## src/rtl/conv_window_reader.sv

```systemverilog
// Read-side controller for the three kernel-row FIFOs: issues lock-step reads, assembles
// the 3x3 window into a 2-entry output buffer and sequences one feature-map pass per start.
module conv_window_reader #(
   parameter int  DATA_WIDTH      = 32,
   parameter int  INPUT_COL_WIDTH = 6,
   parameter int  FIFO_DEPTH      = 32,
   parameter int  KERNEL_SIZE     = 3,
   localparam int CW              = $clog2(FIFO_DEPTH) + 1
) (
   input  logic                             i_clock,
   input  logic                             i_reset,
   input  logic                             i_start,
   input  logic [INPUT_COL_WIDTH-1:0]       i_output_size,
   input  logic [INPUT_COL_WIDTH-1:0]       i_output_rows,
   input  logic [2:0][CW-1:0]               i_fifo_count,
   input  logic [2:0][2:0][DATA_WIDTH-1:0]  i_fifo_rdata,
   input  logic [2:0]                       i_fifo_rvalid,
   output logic [2:0]                       o_fifo_renable,
   output logic [INPUT_COL_WIDTH-1:0]       o_valid_read_count,
   output logic [8:0][DATA_WIDTH-1:0]       o_window,
   output logic                             o_window_valid,
   input  logic                             i_window_ready,
   output logic                             o_busy,
   output logic                             o_done,
   output logic                             o_error
);

   generate
      if (KERNEL_SIZE != 3) begin : g_kernel_size_check
         $error("conv_window_reader supports KERNEL_SIZE == 3 only");
      end
   endgenerate

   typedef enum logic [1:0] {
      ST_IDLE  = 2'd0,
      ST_RUN   = 2'd1,
      ST_DRAIN = 2'd2,
      ST_DONE  = 2'd3
   } state_t;

   typedef logic [8:0][DATA_WIDTH-1:0] window_t;

   localparam logic [INPUT_COL_WIDTH-1:0] ZERO_C      = {INPUT_COL_WIDTH{1'b0}};
   localparam logic [INPUT_COL_WIDTH-1:0] ONE_C       = {{(INPUT_COL_WIDTH-1){1'b0}}, 1'b1};
   localparam logic [INPUT_COL_WIDTH-1:0] TWO_C       = {{(INPUT_COL_WIDTH-2){1'b0}}, 2'b10};
   localparam logic [CW-1:0]              MIN_COUNT_C = {{(CW-2){1'b0}}, 2'b11};
   localparam window_t                    WIN_ZERO_C  = {(9*DATA_WIDTH){1'b0}};

   state_t                       state_r, state_nxt_s;
   logic [INPUT_COL_WIDTH-1:0]   size_r, rows_r, col_r, row_r, rc_hold_r, col_m1_s;
   logic                         inflight_r, busy_r, done_r, error_r;
   window_t                      buf0_r, buf1_r, rdata_win_s;
   logic [1:0]                   buf_cnt_r;
   logic                         start_ok_s, start_bad_s, sizes_ok_s, counts_ok_s, room_s;
   logic                         issue_s, last_col_s, last_row_s, pop_s, push_s;
   logic                         rvalid_bad_s, drain_exit_s;

   // Read-issue, buffer-handshake and pass-position decode.
   always_comb begin
      sizes_ok_s  = (i_output_size >= TWO_C) && (i_output_rows != ZERO_C);
      start_ok_s  = (state_r == ST_IDLE) && i_start && sizes_ok_s;
      start_bad_s = (state_r == ST_IDLE) && i_start && !sizes_ok_s;
      counts_ok_s = 1'b1;
      for (int r = 0; r < 3; r++) begin
         counts_ok_s = counts_ok_s && (i_fifo_count[r] >= MIN_COUNT_C);
      end
      pop_s  = (buf_cnt_r != 2'd0) && i_window_ready;
      push_s = inflight_r;
      // A slot freed by this cycle's pop counts as room, which keeps reads back-to-back.
      room_s = ({1'b0, buf_cnt_r} + {2'b00, inflight_r}) < (3'd2 + {2'b00, pop_s});
      issue_s      = (state_r == ST_RUN) && counts_ok_s && room_s;
      last_col_s   = (col_r == (size_r - ONE_C));
      last_row_s   = (row_r == (rows_r - ONE_C));
      col_m1_s     = col_r - ONE_C;
      rvalid_bad_s = inflight_r && (i_fifo_rvalid != 3'b111);
      drain_exit_s = !inflight_r && ((buf_cnt_r == 2'd0) || ((buf_cnt_r == 2'd1) && pop_s));
      // Packed layout already places FIFO r port c at window index r*3+c.
      rdata_win_s  = i_fifo_rdata;
   end

   // Next-state logic for the pass sequencer.
   always_comb begin
      state_nxt_s = state_r;
      case (state_r)
         ST_IDLE: begin
            if (start_ok_s) begin
               state_nxt_s = ST_RUN;
            end else if (start_bad_s) begin
               state_nxt_s = ST_DONE;
            end else begin
               state_nxt_s = ST_IDLE;
            end
         end
         ST_RUN: begin
            if (issue_s && last_col_s && last_row_s) begin
               state_nxt_s = ST_DRAIN;
            end else begin
               state_nxt_s = ST_RUN;
            end
         end
         ST_DRAIN: begin
            if (drain_exit_s) begin
               state_nxt_s = ST_DONE;
            end else begin
               state_nxt_s = ST_DRAIN;
            end
         end
         ST_DONE: state_nxt_s = ST_IDLE;
         default: state_nxt_s = ST_IDLE;
      endcase
   end

   // State, pass counters, column-code hold and status flags.
   always_ff @(posedge i_clock) begin
      if (i_reset) begin
         state_r    <= ST_IDLE;
         size_r     <= ZERO_C;
         rows_r     <= ZERO_C;
         col_r      <= ZERO_C;
         row_r      <= ZERO_C;
         rc_hold_r  <= ZERO_C;
         inflight_r <= 1'b0;
         busy_r     <= 1'b0;
         done_r     <= 1'b0;
         error_r    <= 1'b0;
      end else begin
         state_r    <= state_nxt_s;
         inflight_r <= issue_s;
         busy_r     <= (state_nxt_s != ST_IDLE);
         done_r     <= (state_nxt_s == ST_DONE);
         if (start_ok_s) begin
            size_r <= i_output_size;
            rows_r <= i_output_rows;
            col_r  <= ZERO_C;
            row_r  <= ZERO_C;
         end else if (issue_s) begin
            if (last_col_s) begin
               col_r <= ZERO_C;
               row_r <= row_r + ONE_C;
            end else begin
               col_r <= col_r + ONE_C;
            end
         end
         if (issue_s) begin
            rc_hold_r <= col_m1_s;
         end
         if (start_ok_s) begin
            error_r <= 1'b0;
         end else if (start_bad_s || rvalid_bad_s) begin
            error_r <= 1'b1;
         end
      end
   end

   // Two-entry output buffer; entry 0 is always the head shown on o_window.
   always_ff @(posedge i_clock) begin
      if (i_reset) begin
         buf_cnt_r <= 2'd0;
         buf0_r    <= WIN_ZERO_C;
         buf1_r    <= WIN_ZERO_C;
      end else begin
         case ({push_s, pop_s})
            2'b10: begin
               if (buf_cnt_r == 2'd0) begin
                  buf0_r <= rdata_win_s;
               end else begin
                  buf1_r <= rdata_win_s;
               end
               buf_cnt_r <= buf_cnt_r + 2'd1;
            end
            2'b01: begin
               buf0_r    <= buf1_r;
               buf_cnt_r <= buf_cnt_r - 2'd1;
            end
            2'b11: begin
               if (buf_cnt_r == 2'd1) begin
                  buf0_r <= rdata_win_s;
               end else begin
                  buf0_r <= buf1_r;
                  buf1_r <= rdata_win_s;
               end
            end
            default: begin
            end
         endcase
      end
   end

   assign o_fifo_renable     = {3{issue_s}};
   assign o_valid_read_count = issue_s ? col_m1_s : rc_hold_r;
   assign o_window           = buf0_r;
   assign o_window_valid     = (buf_cnt_r != 2'd0);
   assign o_busy             = busy_r;
   assign o_done             = done_r;
   assign o_error            = error_r;

endmodule

```

## config.mk

```make
export PLATFORM = sky130hd
export DESIGN_NAME = conv_window_reader
export DESIGN_NICKNAME = d
export VERILOG_FILES = /design/src/rtl/conv_window_reader.sv
export SDC_FILE = /design/constraint.sdc
export NUM_CORES = 1
export LEC_CHECK = 0
export CAP_MARGIN = 40
export CORE_ASPECT_RATIO = 0.7
export CORE_MARGIN = 4
export CORE_UTILIZATION = 45
export DETAILED_ROUTE_END_ITERATION = 12
export GPL_TIMING_DRIVEN = 0
export PLACE_DENSITY_LB_ADDON = 0.2
export RECOVER_POWER = 50
export SLEW_MARGIN = 20
export SYNTH_ARGS = -nofsm -noshare
export SYNTH_HDL_FRONTEND = slang
export SYNTH_SLANG_ARGS = --single-unit
```

## constraint.sdc

```tcl
create_clock -name i_clock -period 4.7 [get_ports i_clock]
set_input_delay 0.47 -clock i_clock [delete_from_list [all_inputs] [get_ports i_clock]]
set_output_delay 0.47 -clock i_clock [all_outputs]
set_load 0.01 [all_outputs]
```

# Yosys cells after proc, flatten, opt, wreduce, memory -nomap -nowiden
# Cells that the tools add are included.
# totals
regBits,614
latchBits,0
ram_bits,0
mem_bits_ro,0
out_inout_bits,301
word_cells,101
mem_count,0
# classes
addsub,9
n_mul,0
div_mod_pow,0
order_cmp,5
eq_ne,14
shifts,0
n_mux,14
bitwise_logic,0
reduce_logical,30
# op_table
operator,n
2-to-1 mux 288 bit,4
case mux 288 bit (3 select lines),1
case mux 288 bit (2 select lines),1
>= comparator 6 x 2 -> 1 bit (second input constant),4
subtractor 6 x 1 -> 6 bit (second input constant),3
logical AND 1 bit,14
adder 6 x 1 -> 6 bit (second input constant),2
equality test 6 bit,2
2-to-1 mux 6 bit,2
equality test 2 bit (second input constant),5
case mux 2 bit (4 select lines),1
nonzero test 2 bit,4
equality test 2 x 1 -> 1 bit (second input constant),3
2-to-1 mux 2 bit,3
inequality test 2 bit (second input constant),3
nonzero test 6 bit,1
logical NOT 2 bit,2
case mux 2 bit (2 select lines),1
AND reduction 2 bit,2
adder 2 x 1 -> 3 bit,1
adder 2 x 1 -> 3 bit (first input constant),1
less-than comparator 3 bit,1
inequality test 3 bit (second input constant),1
AND reduction 3 bit,1
other kinds (7),9

# Depth between registers and ports, before layout
# Gate-level depths: netlist of run 1.
# depth
depth_word,10
ltp_mapped,13
mapped_depth_nobuf,9

# Worst setup path after synthesis of run 1
# No wires, ideal clock.
# synth_timing
path_type,register to register
startpoint,reg buf_cnt_r[0]
endpoint,"reg buf0_r, in the netlist o_window[73]"
setup_time_ns,0.078
arrival_time_ns,2.410
path_slack_ns,2.212
stages_incl_launch_ff,12
path_buffers,3
period_less_slack_ns,2.488
path_cell_list,dfxtp_1 -> inv_1 -> ha_1 -> nand2b_2 -> inv_1 -> ha_1 -> clkbuf_1 -> mux2i_1 -> clkbuf_1 -> buf_2 -> a221oi_1 -> nor3_1
# synth_via
elab_chain_len,5
word_cells_on_any_way,12
classes_between,eq/ne (5); mux (2); reduce/logical (5)
# synth_lines
item,line_no,rtl
"start, declared",53,logic [1:0] buf_cnt_r;
"start signal, assigned",169,buf_cnt_r <= buf_cnt_r + 2'd1;
"start signal, assigned",173,buf_cnt_r <= buf_cnt_r - 2'd1;
nonzero test 2 bit,67,pop_s = (buf_cnt_r != 2'd0) && i_window_ready;
logical AND 1 bit,67,
equality test 2 bit / equality test 2 x 1 -> 1 bit (equally long branches),162,"case ({push_s, pop_s})"
inequality test 2 bit (no line) / nonzero test 3 bit (equally long branches),-,
AND reduction 2 bit (no line),-,
"end signal, assigned",165,buf0_r <= rdata_win_s;
"end signal, assigned",172,buf0_r <= buf1_r;
"end signal, assigned",177,buf0_r <= rdata_win_s;
"end, declared",52,"window_t buf0_r, buf1_r, rdata_win_s;"
# Several ways; a longest one is shown, not always the timed one.
# A chain may end at the register's enable or synchronous reset.

# Worst setup path after layout of run 1
# layout_timing
startpoint,reg buf_cnt_r[1]
endpoint,reg buf1_r[53] (netlist name)
# layout_via
elab_chain_len,5
word_cells_on_any_way,11
classes_between,eq/ne (5); mux (1); reduce/logical (5)
# layout_lines
item,line_no,rtl
nonzero test 2 bit,67,
logical AND 1 bit,67,
equality test 2 bit,162,
inequality test 2 bit (no line) / nonzero test 2 bit (equally long branches),-,
AND reduction 3 bit (no line),-,
"end signal, assigned",167,buf1_r <= rdata_win_s;
"end signal, assigned",180,buf1_r <= rdata_win_s;
"end, declared",52,
# Several ways; a longest one is shown, not always the timed one.

==> flow_summary.json, run 1 <==
{
  "via_count": 24637,
  "crit_arrival_ns": 4.55,
  "p_clk_share_pct": 24.5,
  "clk_latency_ns": 0.61,
  "p_sw_share_pct": 37.1,
  "fillers": 4266,
  "async_flop_share_pct": 0,
  "cts.sinks": 614,
  "fin_skew_ns": 0.0165,
  "viasPerCell": 5.78,
  "cts_resized": 0,
  "hold_viol": 0,
  "dpl.hpwl_um": 68300,
  "max_cap_violations": 0,
  "synth_most_common_cell": "dfxtp_1",
  "crit_top_cell": "clkbuf_1",
  "post_drt_wl_per_cell_um": 20.8,
  "setup_viol_count_final": 0,
  "grt_max_degree": 15,
  "drtAntennaViolNets": 0,
  "place_area_um2": 30800,
  "port_buffers": 624,
  "clock-root-buffer": "clkbuf_16",
  "dieWidth_um": 281,
  "setup-tns-final_ns": 0,
  "synthCells": 2840,
  "path_cells": "inv_1, ha_1, nand2b_2, inv_1, ha_1, clkbuf_1, a22oi_1, o21a_1, clkbuf_1, clkbuf_1, clkbuf_1, nand2_1, a21oi_1",
  "dieHeight_um": 199,
  "die_area_um2": 56100,
  "outcome": "finished, final reports clean",
  "ir_drop_v": 0.000357,
  "syn_nets": 3177,
  "yosys.area.top_type": "dfxtp_1",
  "power_density_nw_per_um2": 599,
  "grt_first_pass_wirelength_um": 133000,
  "syn_area_um2": 23600,
  "fin_nets": 3870,
  "reg2reg_depth": 13,
  "clk_pin_slew_ns": 0.06,
  "grt_pass1_vias": 23514,
  "drt_pass1_iterations": 8,
  "gp_congestion": 0.895,
  "worstMarginPinSlew_ns": 0.930,
  "ctsHoldBuffers": 0,
  "cts_buffers": 58,
  "drt-total-wl_um": 88700,
  "core_region_area_um2": 51300,
  "fmax_ghz": 0.249,
  "internal_power_mw": 12.3,
  "worstSetupEndpointType": "flop",
  "drc": 0,
  "hold_class": "in -> reg",
  "finalMaxSlewViolations": 0,
  "grt_antenna_before_repair": 13,
  "ys_warn_count": 0,
  "cpPeakStageDelay_ns": 0.69,
  "io_pins": 626,
  "multi_input_comb_area_um2": 10000,
  "synthFlopType": "dfxtp_1",
  "path_depth": 13,
  "track_usage_pct": 30.0,
  "maxSlewHeadroom_pct": 38.0,
  "worst-setup-path-type": "reg -> reg",
  "clk_path_buf_depth": 3,
  "synth_seq_cells": 614,
  "crit_family": "buffers and inverters",
  "finalCritPeriodShare_pct": 85.6,
  "drive_gt1_share_pct": 4.81,
  "drtIter0Drc": 1949,
  "regArea_um2": 12300,
  "critPathRequiredTime_ns": 5.23,
  "p_sw_mw": 7.25,
  "initial_core_util_pct": 45.9,
  "synth.top_cell.area_share_pct": 52.2,
  "yosysSeqAreaShare_pct": 52.2,
  "cts_tree": "yes",
  "slowest_stage": "clkbuf_1",
  "synth_edf_count": 0,
  "p_seq_share_pct": 36.7,
  "critPathLaunchType": "flop",
  "synth_common_cells": "dfxtp_1, nand2_1, nor2_1",
  "critPathBufInv": 6,
  "crit_fanout": 10,
  "min_period_ns": 4.02,
  "synth_area_per_cell_um2": 8.30,
  "design_area_um2": 32700,
  "power_frac_comb_pct": 38.7,
  "rsz0062_at_grt": "no",
  "cts_setup_buffers": 0,
  "rows": 69,
  "hold_depth": 3,
  "htreeDepth": 2,
  "synthDistinctLibCells": 52,
  "power_leakage_nw": 12.2,
  "grt_overflow": 0,
  "area_growth_syn_to_layout_pct": 38.6,
  "synth_area_leaders": "dfxtp_1, a221oi_1, nand2_1"
}
==> cells in the final DEF, fill, tap and decap left out, drive strengths merged, types with 18 or more instances in the layout <==
| cell type | Yosys | final |
|---|---|---|
| buf | 83 | 85 |
| clkbuf | 189 | 285 |
| nor2 | 319 | 319 |
| nor3 | 295 | 295 |
| nand2 | 605 | 605 |
| dlygate4sd3 | 0 | 293 |
| a221oi | 288 | 288 |
| a21oi | 303 | 303 |
| clkdlybuf4s50 | 0 | 331 |
| dfxtp | 614 | 614 |
| inv | 17 | 18 |
| mux2i | 19 | 19 |
==> area by class of cell <==
class                   count  area share, %
diodes                      8         0.0613
clock inverters            15          0.494
plain buffers             272           3.41
clock buffers              89           5.45
well taps                 674           2.58
inverters                  17          0.195
flip-flops and latches    614           37.6
multi-input cells        1937           30.7
repair buffers            633           19.4
==> state kept, by name (all words and copies together) (netlist names), 2 cells and up <==
| signal | flops |
|---|---|
| row_r | 6 |
| rc_hold_r | 6 |
| buf1_r | 288 |
| size_r | 6 |
| buf_cnt_r | 2 |
| state_r | 2 |
| o_window | 288 |
| col_r | 6 |
| rows_r | 6 |
==> per-stage QoR <==
stage / setup slack [ns] / total power, mW / utilization, % / cells / hold slack [ns]
after floorplan: 2.21 / 11.2 / - / 2840 / 0.436
after global routing: 0.448 / 20.6 / 63.7 / 4257 / 0.427
after detailed placement: 0.968 / 15.1 / 60.0 / 4146 / 0.446
after global placement: 0.393 / 14.9 / 59.8 / 4138 / 0.441
final: 0.679 / 19.6 / 63.7 / 4259 / 0.417
after CTS: 0.805 / 19.9 / 63.8 / 4250 / 0.369
==> power groups by stage <==
stage               logic (mW)  registers [mW]  clock network (mW)
finish                    7.58            7.18                4.80
global route              8.25            7.31                5.06
CTS                       7.88            7.21                4.86
detailed placement        7.84            7.31                   0
global placement          7.61            7.25                   0
floorplan                 3.59            7.61                   0
==> metal layers <==
layer | wire (µm) | vias up | track usage, %
li1 | - | 11368 | -
met4 | 4160 | 12 | 12.4
met1 | 36500 | 11777 | 39.4
met3 | 7580 | 260 | 6.14
met2 | 40400 | 1220 | 48.6
met5 | 91 | - | 0
==> worst min-delay path, cell delays in order <==
cell,delay [ns]
clkbuf_1,0.22
inv_1,0.14
a31o_2,0.15
==> worst paths after layout <==
kind	startpoint	endpoint	slack, ns
max	buf_cnt_r[1]	buf1_r[53]	0.68
min	i_reset	state_r[1]	0.42
max reg2reg	buf_cnt_r[1]	buf1_r[53]	0.68
min reg2reg	buf1_r[10]	buf1_r[10]	0.45
==> logic make-up after synthesis <==
logic type      after synthesis  share of synthesized area (%)
flops                       614                           52.2
xor+xnor                     21                          0.781
simple gates               1256                           22.2
buf+inv                     289                           5.05
compound gates              629                           18.4
fa+ha+maj                    12                          0.637
mux                          19                          0.807
Note: power is estimated with default switching activity, not from simulation.
==> run 2: changes to the inputs <==
--- a/config.mk
+++ b/config.mk
@@ -10,7 +10,7 @@
 export CORE_MARGIN = 4
 export CORE_UTILIZATION = 45
 export DETAILED_ROUTE_END_ITERATION = 12
-export GPL_TIMING_DRIVEN = 0
+export GPL_TIMING_DRIVEN = 1
 export PLACE_DENSITY_LB_ADDON = 0.2
 export RECOVER_POWER = 50
 export SLEW_MARGIN = 20
==> flow_summary.json, run 2 (synthesis results as in run 1) <==
{
  "outcome": "finished, violations left",
  "violations": "capacitance limit, slew limit",
  "initial_core_util_pct": 45.9,
  "ctsHoldBuffers": 0,
  "maxSlewHeadroom_pct": -14.1,
  "cts_setup_buffers": 0,
  "r2r_end": "o_window[104]",
  "finalMaxSlewViolations": 35,
  "hold_depth": 2,
  "setup_viol_count_final": 0,
  "setup-tns-final_ns": 0,
  "post_drt_wl_per_cell_um": 20.3,
  "p_sw_mw": 7.13,
  "area_growth_syn_to_layout_pct": 37.0,
  "p_sw_share_pct": 36.2,
  "reg2reg_depth": 10,
  "min_period_ns": 4.26,
  "regToRegSetupSlack_ns": 0.44,
  "worst-setup-path-type": "reg -> reg",
  "dieHeight_um": 199,
  "critPathLaunchType": "flop",
  "drtIter0Drc": 2063,
  "drc": 0,
  "rr_startpoint": "buf_cnt_r[0]",
  "fin_skew_ns": 0.0113,
  "drt-total-wl_um": 81900,
  "io_pins": 626,
  "p_clk_share_pct": 25.8,
  "track_usage_pct": 27.5,
  "ir_drop_v": 0.000362,
  "hold_viol": 0,
  "grt_pass1_vias": 22282,
  "clk_pin_slew_ns": 0.07,
  "clk_path_buf_depth": 3,
  "cts_resized": 0,
  "core_region_area_um2": 51300,
  "crit_end": "o_window[104]",
  "rsz0062_at_grt": "no",
  "fmax_ghz": 0.235,
  "dieWidth_um": 281,
  "p_seq_share_pct": 36.3,
  "die_area_um2": 56100,
  "drive_gt1_share_pct": 4.37,
  "grt_overflow": 0,
  "via_count": 23179,
  "worstSetupEndpointType": "flop",
  "grt_antenna_before_repair": 17,
  "hold_class": "in -> reg",
  "critPathRequiredTime_ns": 5.22,
  "dpl.hpwl_um": 53900,
  "crit_start": "buf_cnt_r[0]",
  "cts.sinks": 614,
  "cts_buffers": 57,
  "grt_first_pass_wirelength_um": 125000,
  "htreeDepth": 2,
  "mostFrequentLayoutCells": "dfxtp_1, nand2_1, clkdlybuf4s50_1",
  "internal_power_mw": 12.6,
  "worstMarginPinSlew_ns": 1.71,
  "port_buffers": 625,
  "max_cap_violations": 1,
  "gp_congestion": 0.836,
  "final_common_cell": "dfxtp_1",
  "power_density_nw_per_um2": 610,
  "clock-root-buffer": "clkbuf_16",
  "fin_nets": 3633,
  "viasPerCell": 5.74,
  "clk_latency_ns": 0.60,
  "finalCritPeriodShare_pct": 90.6,
  "fillers": 4322,
  "grt_max_degree": 155,
  "crit_arrival_ns": 4.78,
  "power_frac_comb_pct": 37.9,
  "drtAntennaViolNets": 0,
  "final_cells": 4035,
  "hold_slack_ns": 0.349,
  "drt_pass1_iterations": 5,
  "rows": 69,
  "dp_cells": 3910,
  "power_leakage_nw": 12.0,
  "cts_tree": "yes",
  "crit_fanout": 31,
  "power_mw": 19.7
}
[run 2: cell types whose count changed in the layout (fill, tap and decap cells not counted), moves of 3 or more]
cell,delta
buf_2,-60
buf_6,-6
buf_12,+23
buf_1,-13
clkbuf_8,-4
clkbuf_1,-191
diode_2,+9
bufinv_16,+7
clkinv_2,+3
buf_4,+6
[run 2: worst min-delay path by stage]
stage	slack [ns]	from	to
floorplan	0.44	buf1_r[0]	buf1_r[0]
global placement	0.44	buf1_r[126]	buf1_r[126]
detailed placement	0.45	buf1_r[237]	buf1_r[237]
CTS	0.33	i_reset	rows_r[4]
global route	0.36	i_reset	rows_r[5]
finish	0.35	i_reset	buf1_r[262]
[run 2: through the flow]
| step | cell area [µm²] | util, % | worst slack (ns) |
|---|---|---|---|
| 3_3_place_gp | 30200 | 59.0 | 1.15 |
| 6_report | 32300 | 63.0 | 0.444 |
| 3_5_place_dp | 30300 | 59.1 | 1.10 |
| 2_1_floorplan | 23600 | - | 2.21 |
| 4_1_cts | 32400 | 63.1 | 0.470 |
| 5_1_grt | 32300 | 62.9 | 0.235 |
[run 2: final cells by class]
type	instances	area, µm²	area share (%)
Antenna cell	17	42.5	0.132
Inverter	17	63.8	0.198
Clock buffer	81	1670	5.17
Tap cell	674	843	2.61
Multi-Input combinational cell	1937	10100	31.3
Sequential cell	614	12300	38.1
Clock inverter	26	395	1.22
Timing Repair Buffer	669	6890	21.3
[run 2: power groups by stage]
stage          logic, mW  registers (mW)  clock network (mW)
2_1_floorplan       3.59            7.61                   0
3_3_place_gp        7.68            7.22                   0
3_5_place_dp        7.85            7.29                   0
4_1_cts             7.89            7.19                5.15
5_1_grt             8.09            7.29                5.38
6_report            7.47            7.15                5.07
[run 2: layer usage]
metal / part of all wire, % / track usage [%] / vias to the layer above
met3: 8.1 / 6.61 / 199
met2: 48 / 45.6 / 975
met5: 0.053 / 0 / -
met1: 39 / 34.2 / 11094
li1: - / - / 10903
met4: 4.3 / 12.3 / 8
[run 2: worst max-delay path, stage by stage (launching register included)]
cell and delay, ns:
dfxtp_1 0.40, inv_1 0.10, ha_1 0.29, nand2b_1 0.25, inv_1 0.18, ha_1 0.35
mux2i_1 0.59, clkbuf_1 0.76, clkbuf_2 0.74, a221oi_1 0.30, nor3_1 0.18
